--- src/rtl/scale_pkg.sv ---
// Shared types and constants for the scale-parameter generator: FSM state
// encoding, unity scale helper and default clamp limits.
package scale_pkg;

    typedef enum logic [2:0] {
        ST_IDLE,
        ST_LATCH,
        ST_DIV_H,
        ST_DIV_V,
        ST_MUL,
        ST_COMMIT
    } state_e;

    localparam int DEF_FRAC  = 8;
    localparam int DEF_MAX_W = 3840;
    localparam int DEF_MAX_H = 2160;

    // Fixed-point 1.0 for a given number of fraction bits.
    function automatic int unsigned unity(input int unsigned frac);
        return 32'd1 << frac;
    endfunction

endpackage

--- src/rtl/seq_divider.sv ---
// Restoring divider, one quotient bit per cycle. The first bit is produced in
// the start cycle, so a DVD_W-bit dividend completes in exactly DVD_W cycles.
module seq_divider #(
    parameter int DVD_W = 21,
    parameter int DVS_W = 13,
    parameter int Q_W   = 16
) (
    input  logic             clk,
    input  logic             rst,
    input  logic             start,
    input  logic [DVD_W-1:0] dividend,
    input  logic [DVS_W-1:0] divisor,
    output logic             done,
    output logic [Q_W-1:0]   quotient
);

    localparam int CNT_W = $clog2(DVD_W + 1);

    logic [DVS_W-1:0] rem_q, rem_d, rem_src;
    logic [DVD_W-1:0] quo_q, quo_d, quo_src;
    logic [DVS_W-1:0] dvs_q, dvs_cur;
    logic [CNT_W-1:0] cnt_q;
    logic             run_q;
    logic [DVS_W:0]   shifted;
    logic             q_bit;

    always_comb begin
        // NOTE: every combinational output gets a default first so no path can infer a latch.
        q_bit   = 1'b0;
        rem_src = start ? '0 : rem_q;
        quo_src = start ? dividend : quo_q;
        dvs_cur = start ? divisor : dvs_q;
        shifted = {rem_src, quo_src[DVD_W-1]};
        rem_d   = shifted[DVS_W-1:0];
        if (shifted >= {1'b0, dvs_cur}) begin
            q_bit = 1'b1;
            rem_d = DVS_W'(shifted - {1'b0, dvs_cur});
        end
        quo_d = {quo_src[DVD_W-2:0], q_bit};
    end

    always_ff @(posedge clk or posedge rst) begin
        if (rst) begin
            rem_q <= '0;
            quo_q <= '0;
            dvs_q <= '0;
            cnt_q <= '0;
            run_q <= 1'b0;
        end else if (start) begin
            rem_q <= rem_d;
            quo_q <= quo_d;
            dvs_q <= divisor;
            cnt_q <= CNT_W'(DVD_W - 1);
            run_q <= 1'b1;
        end else if (run_q) begin
            rem_q <= rem_d;
            quo_q <= quo_d;
            cnt_q <= cnt_q - 1'b1;
            if (cnt_q == CNT_W'(1)) run_q <= 1'b0;
        end
    end

    // done flags the cycle performing the last step; quotient is valid the cycle after.
    assign done = run_q && (cnt_q == CNT_W'(1));

    // A zero divisor only arises from a zero source dimension, so report 0.
    always_comb begin
        if (dvs_q == '0)
            quotient = '0;
        else if (64'(quo_q) > ((64'd1 << Q_W) - 64'd1))
            quotient = '1;
        else
            quotient = Q_W'(quo_q);
    end

endmodule

--- src/rtl/scale_param_gen.sv ---
// Computes per-frame scaler factors and DDR burst length on each write vsync
// fall. Optional target clamp to MAX_W/MAX_H under macro SCALE_TARGET_CLAMP_EN.
module scale_param_gen
    import scale_pkg::*;
#(
    parameter int DIM_W       = 13,
    parameter int FRAC        = DEF_FRAC,
    parameter int K_W         = 16,
    parameter int BURST_SHIFT = 4,
    parameter int MAX_W       = DEF_MAX_W,
    parameter int MAX_H       = DEF_MAX_H
) (
    input  logic               clk_wr,
    input  logic               rst,
    input  logic               wr_vsync,
    input  logic [DIM_W-1:0]   s_width,
    input  logic [DIM_W-1:0]   s_height,
    input  logic [DIM_W-1:0]   t_width_req,
    input  logic [DIM_W-1:0]   t_height_req,
    output logic [DIM_W-1:0]   t_width_wr,
    output logic [DIM_W-1:0]   t_height_wr,
    output logic [K_W-1:0]     h_scale_k,
    output logic [K_W-1:0]     v_scale_k,
    output logic [2*DIM_W-1:0] wr_bust_total_len,
    output logic               busy,
    output logic               param_valid
);

    localparam int DVD_W = DIM_W + FRAC;
    localparam int LEN_W = 2 * DIM_W;
    localparam int AREA_W = 2 * DIM_W + 1;

    state_e           state_q;
    logic             vsync_q, pending_q, busy_q, param_valid_q, div_start_q;
    logic [DIM_W-1:0] sw_q, sh_q, tw_q, th_q, tw_d, th_d;
    logic [K_W-1:0]   hk_q;
    logic [LEN_W-1:0] len_q, len_d;
    logic [DIM_W-1:0] t_width_q, t_height_q;
    logic [K_W-1:0]   h_k_q, v_k_q;
    logic [LEN_W-1:0] bust_len_q;
    logic [DVD_W-1:0] div_dvd;
    logic [DIM_W-1:0] div_dvs;
    logic             div_done;
    logic [K_W-1:0]   div_quo;
    logic [AREA_W-1:0] area;
    logic             fall;

    assign fall = vsync_q & ~wr_vsync;

    always_comb begin
        tw_d = (t_width_req  == '0) ? s_width  : t_width_req;
        th_d = (t_height_req == '0) ? s_height : t_height_req;
`ifdef SCALE_TARGET_CLAMP_EN
        if (32'(tw_d) > MAX_W) tw_d = DIM_W'(MAX_W);
        if (32'(th_d) > MAX_H) th_d = DIM_W'(MAX_H);
`endif
    end

    always_comb begin
        div_dvd = (state_q == ST_DIV_V) ? DVD_W'(sh_q) << FRAC : DVD_W'(sw_q) << FRAC;
        div_dvs = (state_q == ST_DIV_V) ? th_q : tw_q;
    end

    // Round-up division by the burst size: add (2^BURST_SHIFT - 1) then shift.
    always_comb begin
        area  = AREA_W'(tw_q) * AREA_W'(th_q) + AREA_W'((1 << BURST_SHIFT) - 1);
        len_d = LEN_W'(area >> BURST_SHIFT);
    end

    seq_divider #(
        .DVD_W (DVD_W),
        .DVS_W (DIM_W),
        .Q_W   (K_W)
    ) u_div (
        .clk      (clk_wr),
        .rst      (rst),
        .start    (div_start_q),
        .dividend (div_dvd),
        .divisor  (div_dvs),
        .done     (div_done),
        .quotient (div_quo)
    );

    always_ff @(posedge clk_wr or posedge rst) begin
        if (rst) begin
            state_q       <= ST_IDLE;
            vsync_q       <= 1'b0;
            pending_q     <= 1'b0;
            busy_q        <= 1'b0;
            param_valid_q <= 1'b0;
            div_start_q   <= 1'b0;
            sw_q          <= '0;
            sh_q          <= '0;
            tw_q          <= '0;
            th_q          <= '0;
            hk_q          <= '0;
            len_q         <= '0;
            t_width_q     <= '0;
            t_height_q    <= '0;
            h_k_q         <= K_W'(unity(FRAC));
            v_k_q         <= K_W'(unity(FRAC));
            bust_len_q    <= '0;
        end else begin
            vsync_q       <= wr_vsync;
            param_valid_q <= 1'b0;
            div_start_q   <= 1'b0;
            if (fall && state_q != ST_IDLE && state_q != ST_COMMIT) pending_q <= 1'b1;

            case (state_q)
                ST_IDLE: begin
                    if (fall) begin
                        state_q <= ST_LATCH;
                        busy_q  <= 1'b1;
                    end
                end
                ST_LATCH: begin
                    sw_q        <= s_width;
                    sh_q        <= s_height;
                    tw_q        <= tw_d;
                    th_q        <= th_d;
                    div_start_q <= 1'b1;
                    state_q     <= ST_DIV_H;
                end
                ST_DIV_H: begin
                    if (div_done) begin
                        div_start_q <= 1'b1;
                        state_q     <= ST_DIV_V;
                    end
                end
                ST_DIV_V: begin
                    // The horizontal quotient is still on the divider output in the start cycle.
                    if (div_start_q) hk_q <= div_quo;
                    if (div_done) state_q <= ST_MUL;
                end
                ST_MUL: begin
                    len_q   <= len_d;
                    state_q <= ST_COMMIT;
                end
                ST_COMMIT: begin
                    t_width_q     <= tw_q;
                    t_height_q    <= th_q;
                    h_k_q         <= hk_q;
                    v_k_q         <= div_quo;
                    bust_len_q    <= len_q;
                    param_valid_q <= 1'b1;
                    if (pending_q || fall) begin
                        pending_q <= 1'b0;
                        state_q   <= ST_LATCH;
                    end else begin
                        busy_q  <= 1'b0;
                        state_q <= ST_IDLE;
                    end
                end
                default: begin
                    busy_q  <= 1'b0;
                    state_q <= ST_IDLE;
                end
            endcase
        end
    end

    assign t_width_wr        = t_width_q;
    assign t_height_wr       = t_height_q;
    assign h_scale_k         = h_k_q;
    assign v_scale_k         = v_k_q;
    assign wr_bust_total_len = bust_len_q;
    assign busy              = busy_q;
    assign param_valid       = param_valid_q;

endmodule
--- config.mk ---
export PLATFORM = sky130hd
export DESIGN_NAME = scale_param_gen
export DESIGN_NICKNAME = d
export VERILOG_FILES = /design/src/rtl/scale_pkg.sv /design/src/rtl/seq_divider.sv /design/src/rtl/scale_param_gen.sv
export SDC_FILE = /design/constraint.sdc
export NUM_CORES = 1
export LEC_CHECK = 0
export BUFFER_PORTS_ARGS = -buffer_cell sky130_fd_sc_hd__buf_2
export CORE_AREA = 2 2 261 263
export CTS_BUF_LIST = sky130_fd_sc_hd__clkbuf_4
export CTS_CLUSTER_DIAMETER = 100
export CTS_CLUSTER_SIZE = 10
export DETAILED_ROUTE_END_ITERATION = 7
export DIE_AREA = 0 0 263 265
export PLACE_DENSITY = 0.49
export SYNTH_ARGS = -nofsm -noshare
export SYNTH_HDL_FRONTEND = slang
export SYNTH_SLANG_ARGS = --single-unit
export TNS_END_PERCENT = 30
--- constraint.sdc ---
create_clock -name clk_wr -period 19.95 [get_ports clk_wr]
set_clock_uncertainty 0.15 [all_clocks]
set_input_delay 2.9925 -clock clk_wr [delete_from_list [all_inputs] [get_ports clk_wr]]
set_output_delay 2.9925 -clock clk_wr [all_outputs]
set_load 0.005 [all_outputs]
After elaboration in Yosys (flattened, before gate mapping)
Index checks and enable logic that the tools add are counted.
Widths: inputs -> output; s select.
{ "totals": {"input_bits": 55, "register_bits": 233, "out_inout_bits": 86, "wordCells": 90} }
{ "classes": {"muxes": 34, "reduce_logical": 14, "n_mul": 1, "bitwise": 3, "order_cmp": 2, "addsub": 3, "n_eq_ne": 11} }
{ "op_table": {"columns": ["cell", "count"], "rows": [
  ["$mux 13", 8],
  ["$mux 21", 4],
  ["$logic_not 13->1", 3],
  ["$mux 16", 2],
  ["$add 26x4->27 const B", 1],
  ["$mul 13x13->26", 1],
  ["$gt 21x16->1 const B", 1],
  ["$pmux 3 s6", 1],
  ["$ge 14x13->1", 1],
  ["$sub 13x13->13", 1],
  ["$mux 1", 12],
  ["$mux 5", 2],
  ["$mux 3", 3],
  ["$ne 2x2->1 const B", 4],
  ["$eq 3x2->1 const B", 2],
  ["$eq 3x3->1 const B", 2],
  ["$reduce_and 3->1", 2],
  ["$eq 5x1->1 const B", 1],
  ["$sub 5x1->5 const B", 1],
  ["$reduce_or 4->1", 1],
  ["$eq 3x1->1 const B", 1],
  ["$logic_and 1x1->1", 3],
  ["$logic_not 3->1", 1],
  ["$ne 3x3->1 const B", 1],
  ["other kinds (8)", 9]
]} }

Depth between registers and ports, before layout
Gate-level depths: netlist of run 1.
{ "depth": {"word_depth": 7, "ltp_mapped": 22, "ltp_nobuf": 19} }

By module
Synthesis of run 1 repeated with hierarchy kept, for this count alone.
{ "hier_totals": {"hier_cells": 1785, "hier_area_um2": 16533.4} }
{ "by_module_without_submodules": {"columns": ["mod", "cells_each", "seq_area_each_um2", "instances", "area_each_um2"], "rows": [
  ["scale_param_gen", 1434, 4506.8, 1, 13133.8],
  ["seq_divider", 351, 1326.3, 1, 3399.5]
]} }

Worst setup path after synthesis of run 1
Ideal clock, no wire load.
{ "synth_timing": {"path_kind": "flip-flop to flip-flop", "from": "register th_q[9]", "to": "register len_q[19]", "required_time_ns": 19.680, "slack_ns": 14.278, "arrival_ns": 5.402, "stages_incl_launch_ff": 17, "period_less_slack_ns": 5.672, "setup_time_ns": 0.120, "n_path_buf": 1, "cell_sequence": "dfrtp_1 -> clkbuf_1 -> and2_1 -> fa_1 -> inv_1 -> fa_1 -> inv_1 -> fa_1 -> fa_1 -> fa_1 -> ha_1 -> ha_1 -> and3_1 -> a2111oi_4 -> a211oi_2 -> or4_1 -> a31o_1"} }
{ "synth_via": {"elab_chain_len": 2} }
{ "synth_lines": {"columns": ["item", "line_no", "source"], "rows": [
  ["from (decl)", "scale_param_gen.sv:35", "logic [DIM_W-1:0] sw_q, sh_q, tw_q, th_q, tw_d, th_d;"],
  ["from (signal assigned)", "scale_param_gen.sv:120", "th_q <= th_d;"],
  ["$mul 13x13->26", "scale_param_gen.sv:66", "area = AREA_W'(tw_q) * AREA_W'(th_q) + AREA_W'((1 << BURST_SHIFT) - 1);"],
  ["$add 26x4->27", "scale_param_gen.sv:66", null],
  ["to (signal assigned)", "scale_param_gen.sv:136", "len_q <= len_d;"],
  ["to (decl)", "scale_param_gen.sv:37", "logic [LEN_W-1:0] len_q, len_d;"]
]} }
Every way passes these cells.
A chain may end at the register's enable or synchronous reset.

Final worst setup path of run 1
{ "layout_timing": {"from": "register tw_q[4]", "to": "register len_q[18]"} }
{ "layout_via": {"elab_chain_len": 2} }
{ "layout_lines": {"columns": ["item", "line_no", "source"], "rows": [
  ["from (decl)", "scale_param_gen.sv:35", null],
  ["from (signal assigned)", "scale_param_gen.sv:119", "tw_q <= tw_d;"],
  ["$mul 13x13->26", "scale_param_gen.sv:66", null],
  ["$add 26x4->27", "scale_param_gen.sv:66", null]
]} }
Every way passes these cells.

==> results of run 1 <==
-- metal layers --
layer / global-route usage / vias to the layer above / wire, um / share of wire
met5: 0 / - / 19 / 0.00041
met4: 0.02934 / 2 / 930 / 0.020
met3: 0.01644 / 57 / 1845 / 0.039
met2: 0.2176 / 276 / 21600 / 0.46
met1: 0.1928 / 6411 / 22480 / 0.48
li1: - / 5984 / - / -
-- where the power goes --
part | internal [uW] | switching, uW | total, uW
logic | 486 | 717 | 1200
clock network | 113 | 179 | 292
registers | 567 | 67.1 | 634
total | 1170 | 963 | 2130
-- worst max-delay path: cells and delay by family, from the launching register on --
kind	cells	cell delay, ns
adders and majority gates	7	3.16
AOI/OAI and AO/OA	6	1.67
DFF	1	0.73
buffers and inverters	5	0.25
and+or+nand+nor	1	0.16
-- synthesized netlist by cell type (15+ instances only) --
cell	instances
fa_1	122
a21oi_1	98
clkbuf_1	74
xnor2_1	15
nand2_1	366
mux2i_1	37
nor2_1	88
nand3_1	15
a21o_1	22
ha_1	114
nor2b_1	36
and2_1	86
dfrtp_1	231
mux2_2	26
o21ai_0	77
inv_1	157
-- how the worst max path moves through the flow --
stage,startpoint,to,slack [ns]
global route,tw_q[4],len_q[18],13.51
floorplan,rst,busy,10.42
global placement,th_q[12],len_q[19],13.87
detailed placement,tw_q[4],len_q[18],13.79
finish,tw_q[4],len_q[18],13.77
CTS,th_q[3],len_q[18],13.83
-- sequential cells by signal (all words and copies together), names as in the netlist, 16 cells and up --
| register | count |
|---|---|
| len_q | 23 |
| wr_bust_total_len | 23 |
| u_div.quo_q | 21 |
| h_scale_k | 16 |
| hk_q | 16 |
| v_scale_k | 16 |
-- area by class of cell --
type | count | area (sq um) | share of cell area
multi-input combinational | 1288 | 9679 | 0.5278
sequential | 233 | 5836 | 0.3182
tap | 873 | 1092 | 0.05957
timing repair buffer | 147 | 760.7 | 0.04148
inverter | 158 | 600.6 | 0.03275
clock buffer | 38 | 285.3 | 0.01556
clock inverter | 5 | 78.83 | 0.004299
antenna | 2 | 5.005 | 0.0002729
-- through the flow --
stage / area [sq um] / setup WS (ns) / power (uW) / std cells
global route: 18340 / 13.51 / 2357 / 2744
finish: 18340 / 13.77 / 2129 / 2744
CTS: 18330 / 13.83 / 2165 / 2742
global placement: 17970 / 13.87 / 1845 / 2699
floorplan: 16580 / 10.42 / 1576 / 1782
detailed placement: 17970 / 13.79 / 1851 / 2699
-- cells by family (layout without fill, tap and decap cells) --
family | count (synthesis) | in the layout | share of synthesized area
mux | 63 | 63 | 0.04002
buf+inv | 261 | 348 | 0.06524
simple gates | 663 | 663 | 0.1809
other cells | 1 | 5 | 0.0002263
xor+xnor | 24 | 24 | 0.01269
fa+ha+maj | 236 | 236 | 0.2335
compound gates | 299 | 299 | 0.1154
flops | 233 | 233 | 0.3520
==> out/results.ini, run 1 <==
[outcome]
outcome = completed

[cts]
insertion_delay_ns = 0.77
ctsHoldBuffers = 0
clkSinkCount = 233
cts_setup_buffers = 0
cts_tree = built
cts_buffers = 28
clk_pin_slew_ns = 0.14
htreeDepth = 1
cts_max_path_buffers = 3
post_cts_resized = 0
root_buffer = clkbuf_4

[logic_synthesis]
synthTopCellsByArea = dfrtp_1, fa_1, ha_1
ys_ff_latch = 233
synth_top_area_frac = 0.3488
synthCells = 1780
yosys_warnings = 0
syn_avg_cell_area_sq_um = 9.309
synth-seq-area-share = 0.3520
async_flop_share = 1.000
ys.flop_type = dfrtp_1
ys_types = 72
netlist_area_sq_um = 16570
synth-edff-count = 0
synth_area_leader_cell = dfrtp_1

[hold_path]
min_path_type = register to register
hold_path_end = wr_bust_total_len[3]
min_from = len_q[3]
holdPathStages = 2

[global_route]
overflow = 0
antenna_found_initial = 3
grt_start_max_net_pins = 101
grt_pass1_vias = 13079
grt.total_usage = 0.1347
grt_pass1_wl_um = 74560

[sta]
relSlewSlack = 0.1800
worst_slew_pin_slew_ns = 1.222
finalHoldViolCount = 0
finalCritPeriodShare = 0.3097
setup_viol = 0
fin_hold_ws_ns = 0.3208
period_needed_ns = 6.179
rsz0062_at_grt = false
final-max-slew-violation-count = 0
fmax_mhz = 161.8
finalSetupTns_ns = 0

[floorplan]
chipWidth_um = 263
ios = 141
start_util = 0.2481
dieArea_sq_um = 69700
core_sq_um = 66800
rows = 95
die_h_um = 265

[finish]
syn_to_final_growth_pct = 10.66
fin_nets = 2147
final_common_cell = nand2_1
final_cell_mix = nand2_1, dfrtp_1, inv_1
drive_gt1_frac = 0.1289
fill_cells = 7224
utilization = 0.2745

[routing]
drt-initial-drc-count = 845
via_count = 12730
drcViolationCount = 0
wirelength_um = 46870
post_drt_via_cell_ratio = 4.639
postRouteAntennaNets = 0
wl_per_cell_um = 17.08
dr.pass1.iters = 5

[critical_path]
max_stage_delay_ns = 0.73
worst_path_max_delay_cell = dfrtp_1
worstSetupPathType = register to register
crit_path_frequent_cell = inv_1
path_cells = nand2_1 -> fa_1 -> inv_1 -> fa_1 -> inv_1 -> fa_1 -> inv_1 -> ha_1 -> inv_1 -> fa_1 -> inv_1 -> ha_1 -> ha_1 -> a211oi_2 -> a32oi_2 -> o21a_1 -> a31oi_4 -> o311a_1 -> o41ai_2
worstPathMaxFanout = 16
crit_arrival_ns = 6.73
regToRegEndpoint = len_q[18]
reg2reg_from = tw_q[4]
cp.required_ns = 20.50
endpoint_kind = register
r2r_setup_slack_ns = 13.77
start_kind = register
ff2ff_path_depth = 19

[power]
leakage_uw = 0.009172
p_per_area_nw_per_um2 = 116.1
vdd_drop_max_uv = 125.2

[place]
port-buffer-count = 137
place.gp.congestion = 0.8342
dp_hpwl_um = 34930

[flow_run]
timing.max_cap.violations = 0

No activity file was read; power rests on OpenSTA's default activity.
==> run 2: changes to the inputs <==
--- a/config.mk
+++ b/config.mk
@@ -12,7 +12,7 @@
 export CTS_CLUSTER_SIZE = 10
 export DETAILED_ROUTE_END_ITERATION = 7
 export DIE_AREA = 0 0 263 265
-export PLACE_DENSITY = 0.49
+export PLACE_DENSITY = 0.5
 export SYNTH_ARGS = -nofsm -noshare
 export SYNTH_HDL_FRONTEND = slang
 export SYNTH_SLANG_ARGS = --single-unit
==> constraint.sdc (replaced) <==
create_clock -name clk_wr -period 5.32 [get_ports clk_wr]
set_clock_uncertainty 0.15 [all_clocks]
set_input_delay 0.798 -clock clk_wr [delete_from_list [all_inputs] [get_ports clk_wr]]
set_output_delay 0.798 -clock clk_wr [all_outputs]
set_load 0.005 [all_outputs]
==> run 2 against run 1 <==
The run now ends with setup timing left. Cell area increased by 9.4%. Global-route usage is 0.27 points higher. Sequential share of layout area shrank 2.6 points. Setup slack lost 14 ns. First-iteration DRC count down 1.5%. Wire length is 2.8% higher. Combinational power increased to 5.7 times the previous value. Critical path depth down 3. Sequential cell count is the same. Non-clock buffer count increased by 160. Die area did not move. Sequential power rose to 3.7 times the previous value. Largest power group unchanged. Highest routed layer unchanged.
==> out/results.ini, run 2 (synthesis results as in run 1) <==
[finish]
final_common_cell = nand2_1
design_area_sq_um = 20050  ; +9.4%
instances_no_fill = 2903  ; +5.8%
drive_gt1_frac = 0.2366  ; +0.1076
utilization = 0.3002  ; +0.02570
fin_nets = 2306  ; +7.4%
final_cell_mix = nand2_1, dfrtp_1, inv_1
syn_to_final_growth_pct = 21.02
fill_cells = 7060  ; -2.3%

[power]
switching_share = 0.4187  ; -0.03366
vdd_drop_max_uv = 479.8  ; +280%
internal_power_uw = 5896  ; +410%
leakage_uw = 0.009951  ; +8.5%
p_sw_uw = 4246  ; +340%
pwr-share-clk = 0.099  ; -0.038
seqPwrFrac = 0.232  ; -0.066
pwr-share-comb = 0.670  ; +0.105
p_per_area_nw_per_um2 = 505.7  ; +340%

[floorplan]
start_util = 0.2481  ; unchanged
rows = 95  ; unchanged
chipWidth_um = 263  ; unchanged
die_h_um = 265  ; unchanged
core_sq_um = 66800  ; unchanged
dieArea_sq_um = 69700  ; unchanged
ios = 141  ; unchanged

[cts]
cts_max_path_buffers = 3  ; unchanged
htreeDepth = 1  ; unchanged
insertion_delay_ns = 0.81  ; +0.04 ns
clk_pin_slew_ns = 0.12  ; -0.02 ns
cts_buffers = 27  ; -3.6%
cts_tree = built
clkSinkCount = 233  ; unchanged
root_buffer = clkbuf_4

[critical_path]
ff2ff_path_depth = 16  ; -3
path_buf_inv = 3  ; -2
crit_arrival_ns = 6.12  ; -0.61 ns
reg2reg_from = tw_q[10]
crit_path_frequent_cell = fa_1
worst_path_max_delay_cell = fa_1
endpoint_kind = register
worstPathMaxFanout = 5  ; -11
worstSetupPathType = register to register
start_kind = register
max_stage_delay_ns = 0.56  ; -0.17 ns
r2r_setup_slack_ns = -0.27  ; -14.04 ns
cp_top_family = adder cells
path_cells = and2_4 -> fa_1 -> inv_1 -> fa_1 -> inv_1 -> fa_1 -> fa_1 -> fa_1 -> ha_1 -> ha_1 -> a21o_2 -> a2111oi_4 -> buf_4 -> a211oi_2 -> or4_1 -> a31o_1
regToRegEndpoint = len_q[19]
cp.required_ns = 5.85  ; -14.65 ns

[global_route]
grt_pass1_wl_um = 76210  ; +2.2%
antenna_found_initial = 2  ; -1
overflow = 0  ; unchanged
grt_start_max_net_pins = 162  ; +60%
grt_pass1_vias = 13579  ; +3.8%
grt.total_usage = 0.1375  ; +0.002749

[sta]
fmax_mhz = 179.0  ; +11%
rsz0062_at_grt = true
fin_hold_ws_ns = 0.08866  ; -0.2321 ns
relSlewSlack = 0.1969  ; +0.01688
final-max-slew-violation-count = 0  ; unchanged
worst_slew_pin_slew_ns = 1.194  ; -0.02813 ns
setup_viol = 11  ; +11
setup_ws_ns = -0.2662  ; -14.04 ns
finalCritPeriodShare = 1.050  ; +0.7403
period_needed_ns = 5.586  ; -0.5924 ns
finalHoldViolCount = 0  ; unchanged

[routing]
dr.pass1.iters = 5  ; unchanged
drt-initial-drc-count = 832  ; -1.5%
postRouteAntennaNets = 0  ; unchanged
drcViolationCount = 0  ; unchanged
wl_per_cell_um = 16.59  ; -2.9%
wirelength_um = 48170  ; +2.8%
post_drt_via_cell_ratio = 4.551  ; -1.9%
via_count = 13212  ; +3.8%

[hold_path]
min_from = s_width[9]
holdPathStages = 2  ; unchanged
hold_path_end = sw_q[9]
min_path_type = input port to register

[place]
dp_cells = 2833  ; +5.0%
place_area_sq_um = 19030  ; +5.9%
port-buffer-count = 137  ; unchanged
dp_hpwl_um = 36710  ; +5.1%
dpl_worst_slack_ns = -0.5246  ; -14.32 ns
place.gp.congestion = 0.8530  ; +2.3%

[outcome]
outcome = finished with violations
violations = setup timing

[flow_run]
timing.max_cap.violations = 0  ; unchanged

run 2: per-stage QoR:
step	power (uW)	TNS [ns]
after global placement	8147	-5.273
after floorplan	5911	-1.396
after detailed placement	8182	-6.237
final	10140	-1.339
after CTS	10180	-1.369
after global routing	11070	-4.040
run 2: worst max-delay path by stage:
stage	cells past startpoint	slack (ns)	startpoint	endpoint
3_5_place_dp	18	-0.52	th_q[9]	len_q[18]
4_1_cts	16	-0.25	tw_q[10]	len_q[19]
3_3_place_gp	18	-0.56	th_q[9]	len_q[22]
2_1_floorplan	16	-0.35	th_q[9]	len_q[19]
5_1_grt	16	-0.45	th_q[1]	len_q[19]
6_report	16	-0.27	tw_q[10]	len_q[19]
run 2: routing by layer:
layer  vias to the layer above  wire (um)  track usage
li1                       6304          -            -
met1                      6574      23580       0.1980
met2                       280      21720       0.2208
met3                        52       1892      0.01477
met4                         2        963      0.03274
met5                         -         12            0
run 2: power groups by stage:
stage / clock network (uW) / logic (uW) / registers [uW]
after detailed placement: 0 / 5790 / 2390
after global routing: 1120 / 7550 / 2400
after global placement: 0 / 5760 / 2380
after floorplan: 0 / 3560 / 2350
after CTS: 1070 / 6750 / 2360
final: 1000 / 6790 / 2350
run 2: timing repair:
action	CTS	global route
resized for setup	96	18
pin swaps	62	10
setup endpoints to repair	18	18
hold buffers	1	0
hold endpoints to repair	1	0
setup buffers	23	3
run 2: final cells by class:
type	instances	area [sq um]	share of cell area
multi-input cells	1288	10080	0.5028
flip-flops and latches	233	5861	0.2922
repair buffers	307	2096	0.1045
well taps	873	1092	0.05447
inverters	158	596.8	0.02976
clock buffers	41	307.8	0.01535
clock inverters	2	15.01	0.0007487
diodes	1	2.502	0.0001248
==> run 3: changes to the inputs <==
--- a/config.mk
+++ b/config.mk
@@ -9,10 +9,10 @@
 export CORE_AREA = 2 2 261 263
 export CTS_BUF_LIST = sky130_fd_sc_hd__clkbuf_4
 export CTS_CLUSTER_DIAMETER = 100
-export CTS_CLUSTER_SIZE = 10
 export DETAILED_ROUTE_END_ITERATION = 7
 export DIE_AREA = 0 0 263 265
 export PLACE_DENSITY = 0.5
+export RECOVER_POWER = 100
 export SYNTH_ARGS = -nofsm -noshare
 export SYNTH_HDL_FRONTEND = slang
 export SYNTH_SLANG_ARGS = --single-unit
==> run 3 against run 2 <==
Sequential cell count unchanged. Highest routed layer is now met4. Cell area up 4.2%. Cell count rose by 3.1%. Count of clock-buffer cells in the layout is 65 higher. Largest power group unchanged. Setup slack gained 0.054 ns. First-iteration DRC count is 4.7% lower. Global-route usage grew 0.46 points. Power increased by 15%. Wire length grew 1.7%. The run ends with capacitance limit, slew limit, setup timing left. Critical path type unchanged. Sequential power about the same.
==> out/results.ini, run 3 (synthesis results as in run 1) <==
[cts]
cts_buffers = 72  ; +170%
clkSinkCount = 233  ; unchanged
clk_pin_slew_ns = 0.06  ; -0.06 ns
insertion_delay_ns = 0.80  ; about the same
htreeDepth = 3  ; +2
cts_max_path_buffers = 3  ; unchanged
root_buffer = clkbuf_4
cts_tree = built

[global_route]
grt_pass1_wl_um = 77640  ; +1.9%
grt_pass1_vias = 14090  ; +3.8%
antenna_found_initial = 4  ; +2
grt_start_max_net_pins = 162  ; unchanged
grt.total_usage = 0.1420  ; +0.004575
overflow = 0  ; unchanged

[critical_path]
crit_path_frequent_cell = fa_1
path_cells = and2_1 -> fa_1 -> inv_2 -> fa_1 -> inv_1 -> fa_1 -> fa_1 -> fa_1 -> ha_4 -> ha_4 -> a21o_4 -> a2111oi_4 -> buf_4 -> buf_6 -> o22ai_4 -> a311oi_4 -> xor2_1 -> o21ai_1
reg2reg_from = th_q[2]
r2r_setup_slack_ns = -0.21  ; +0.05 ns
ff2ff_path_depth = 18  ; +2
crit_arrival_ns = 6.02  ; -0.10 ns
worstSetupPathType = register to register
max_stage_delay_ns = 0.58  ; +0.02 ns
worst_path_max_delay_cell = fa_1
cp_top_family = adder cells
regToRegEndpoint = len_q[20]
start_kind = register
cp.required_ns = 5.81  ; -0.04 ns
worstPathMaxFanout = 9  ; +4
path_buf_inv = 4  ; +1
endpoint_kind = register

[sta]
rsz0062_at_grt = true
finalSetupTns_ns = -1.016  ; +0.3228 ns
finalHoldViolCount = 0  ; unchanged
setup_ws_ns = -0.2127  ; +0.05352 ns
period_needed_ns = 5.533  ; -0.05352 ns
final-max-slew-violation-count = 453  ; +453
finalCritPeriodShare = 1.040  ; -0.01006
relSlewSlack = -1.855  ; -2.052
fmax_mhz = 180.7  ; +0.97%
worst_slew_pin_slew_ns = 4.282  ; +3.089 ns
setup_viol = 12  ; +1

[finish]
final_common_cell = nand2_1
final_cell_mix = nand2_1, dfrtp_1, buf_4
instances_no_fill = 2994  ; +3.1%
syn_to_final_growth_pct = 26.06
fin_nets = 2359  ; +2.3%
utilization = 0.3127  ; +0.01251
drive_gt1_frac = 0.2479  ; +0.01131

[routing]
drt-initial-drc-count = 793  ; -4.7%
via_count = 13532  ; +2.4%
postRouteAntennaNets = 0  ; unchanged
drcViolationCount = 0  ; unchanged
post_drt_via_cell_ratio = 4.520  ; -0.69%
wirelength_um = 48990  ; +1.7%
wl_per_cell_um = 16.36  ; -1.4%
dr.pass1.iters = 5  ; unchanged

[floorplan]
rows = 95  ; unchanged
ios = 141  ; unchanged
chipWidth_um = 263  ; unchanged
dieArea_sq_um = 69700  ; unchanged
start_util = 0.2481  ; unchanged
core_sq_um = 66800  ; unchanged
die_h_um = 265  ; unchanged

[place]
dp_hpwl_um = 36710  ; unchanged
port-buffer-count = 137  ; unchanged
place.gp.congestion = 0.8530  ; unchanged
dpl_worst_slack_ns = -0.5246  ; unchanged
dp_cells = 2833  ; unchanged

[flow_run]
timing.max_cap.violations = 6  ; +6

[outcome]
outcome = finished with violations
violations = capacitance limit, slew limit, setup timing

[hold_path]
hold_path_end = sw_q[9]
holdPathStages = 2  ; unchanged
min_path_type = input port to register
min_from = s_width[9]

[power]
p_total_uw = 11660  ; +15%
p_per_area_nw_per_um2 = 558.2  ; +10%
leakage_uw = 0.01016  ; +2.1%
vdd_drop_max_uv = 470.6  ; -1.9%

## run 3: cell count changes in the layout (fill, tap and decap cells not counted), sizes merged
cell,delta
clkinvlp,-1
bufinv,+3
clkinv,+13
inv,+1
clkbuf,+128
buf,-55
diode,+2
## run 3: area by class of cell
class	instances	area, sq um
clock buffers	106	795.8
repair buffers	315	2076
multi-input cells	1288	10310
flip-flops and latches	233	5858
well taps	873	1092
fillers	7053	45910
inverters	158	594.3
diodes	3	7.507
clock inverters	18	152.6
## run 3: how the worst max path moves through the flow
stage / from / endpoint / slack (ns) / depth (start not counted)
floorplan: th_q[9] / len_q[19] / -0.35 / 16
global placement: th_q[9] / len_q[22] / -0.56 / 18
detailed placement: th_q[9] / len_q[18] / -0.52 / 18
CTS: tw_q[7] / len_q[19] / -0.20 / 17
global route: tw_q[3] / len_q[20] / -0.43 / 19
finish: th_q[2] / len_q[20] / -0.21 / 18
## run 3: stage by stage
stage / hold WS (ns) / area, sq um
after floorplan: 0.2804 / 16580
after global placement: 0.3025 / 19030
after detailed placement: 0.3079 / 19030
after CTS: 0.0001997 / 20770
after global routing: 0.03775 / 20890
final: 0.09824 / 20890
## run 3: power by group
group          total, uW  internal [uW]  switching (uW)
sequential          2360           2140             223
combinational       7430           3830            3600
clock               1880           1050             824
## run 3: worst reg2reg max path, delay by kind of cell (launching register included)
kind / cells / cell delay, ns
flip-flops: 1 / 0.48
AND/OR/NAND/NOR: 1 / 0.21
adder cells (fa/ha/maj): 7 / 3.01
XOR/XNOR: 1 / 0.17
buffers and inverters: 4 / 0.38
AO/OA/AOI/OAI: 5 / 0.99
## run 3: repair_timing
action / 4_1_cts / 5_1_grt
gates resized for setup: 116 / 47
hold buffers: 1 / 0
hold endpoints to repair: 1 / 0
setup endpoints to repair: 18 / 19
setup buffers: 24 / 11
pin swaps: 71 / 52
## run 3: layer usage
metal,track usage,part of all wire
met1,0.1947,0.47
met2,0.2242,0.46
met3,0.02898,0.050
met4,0.04571,0.017
met5,0,0
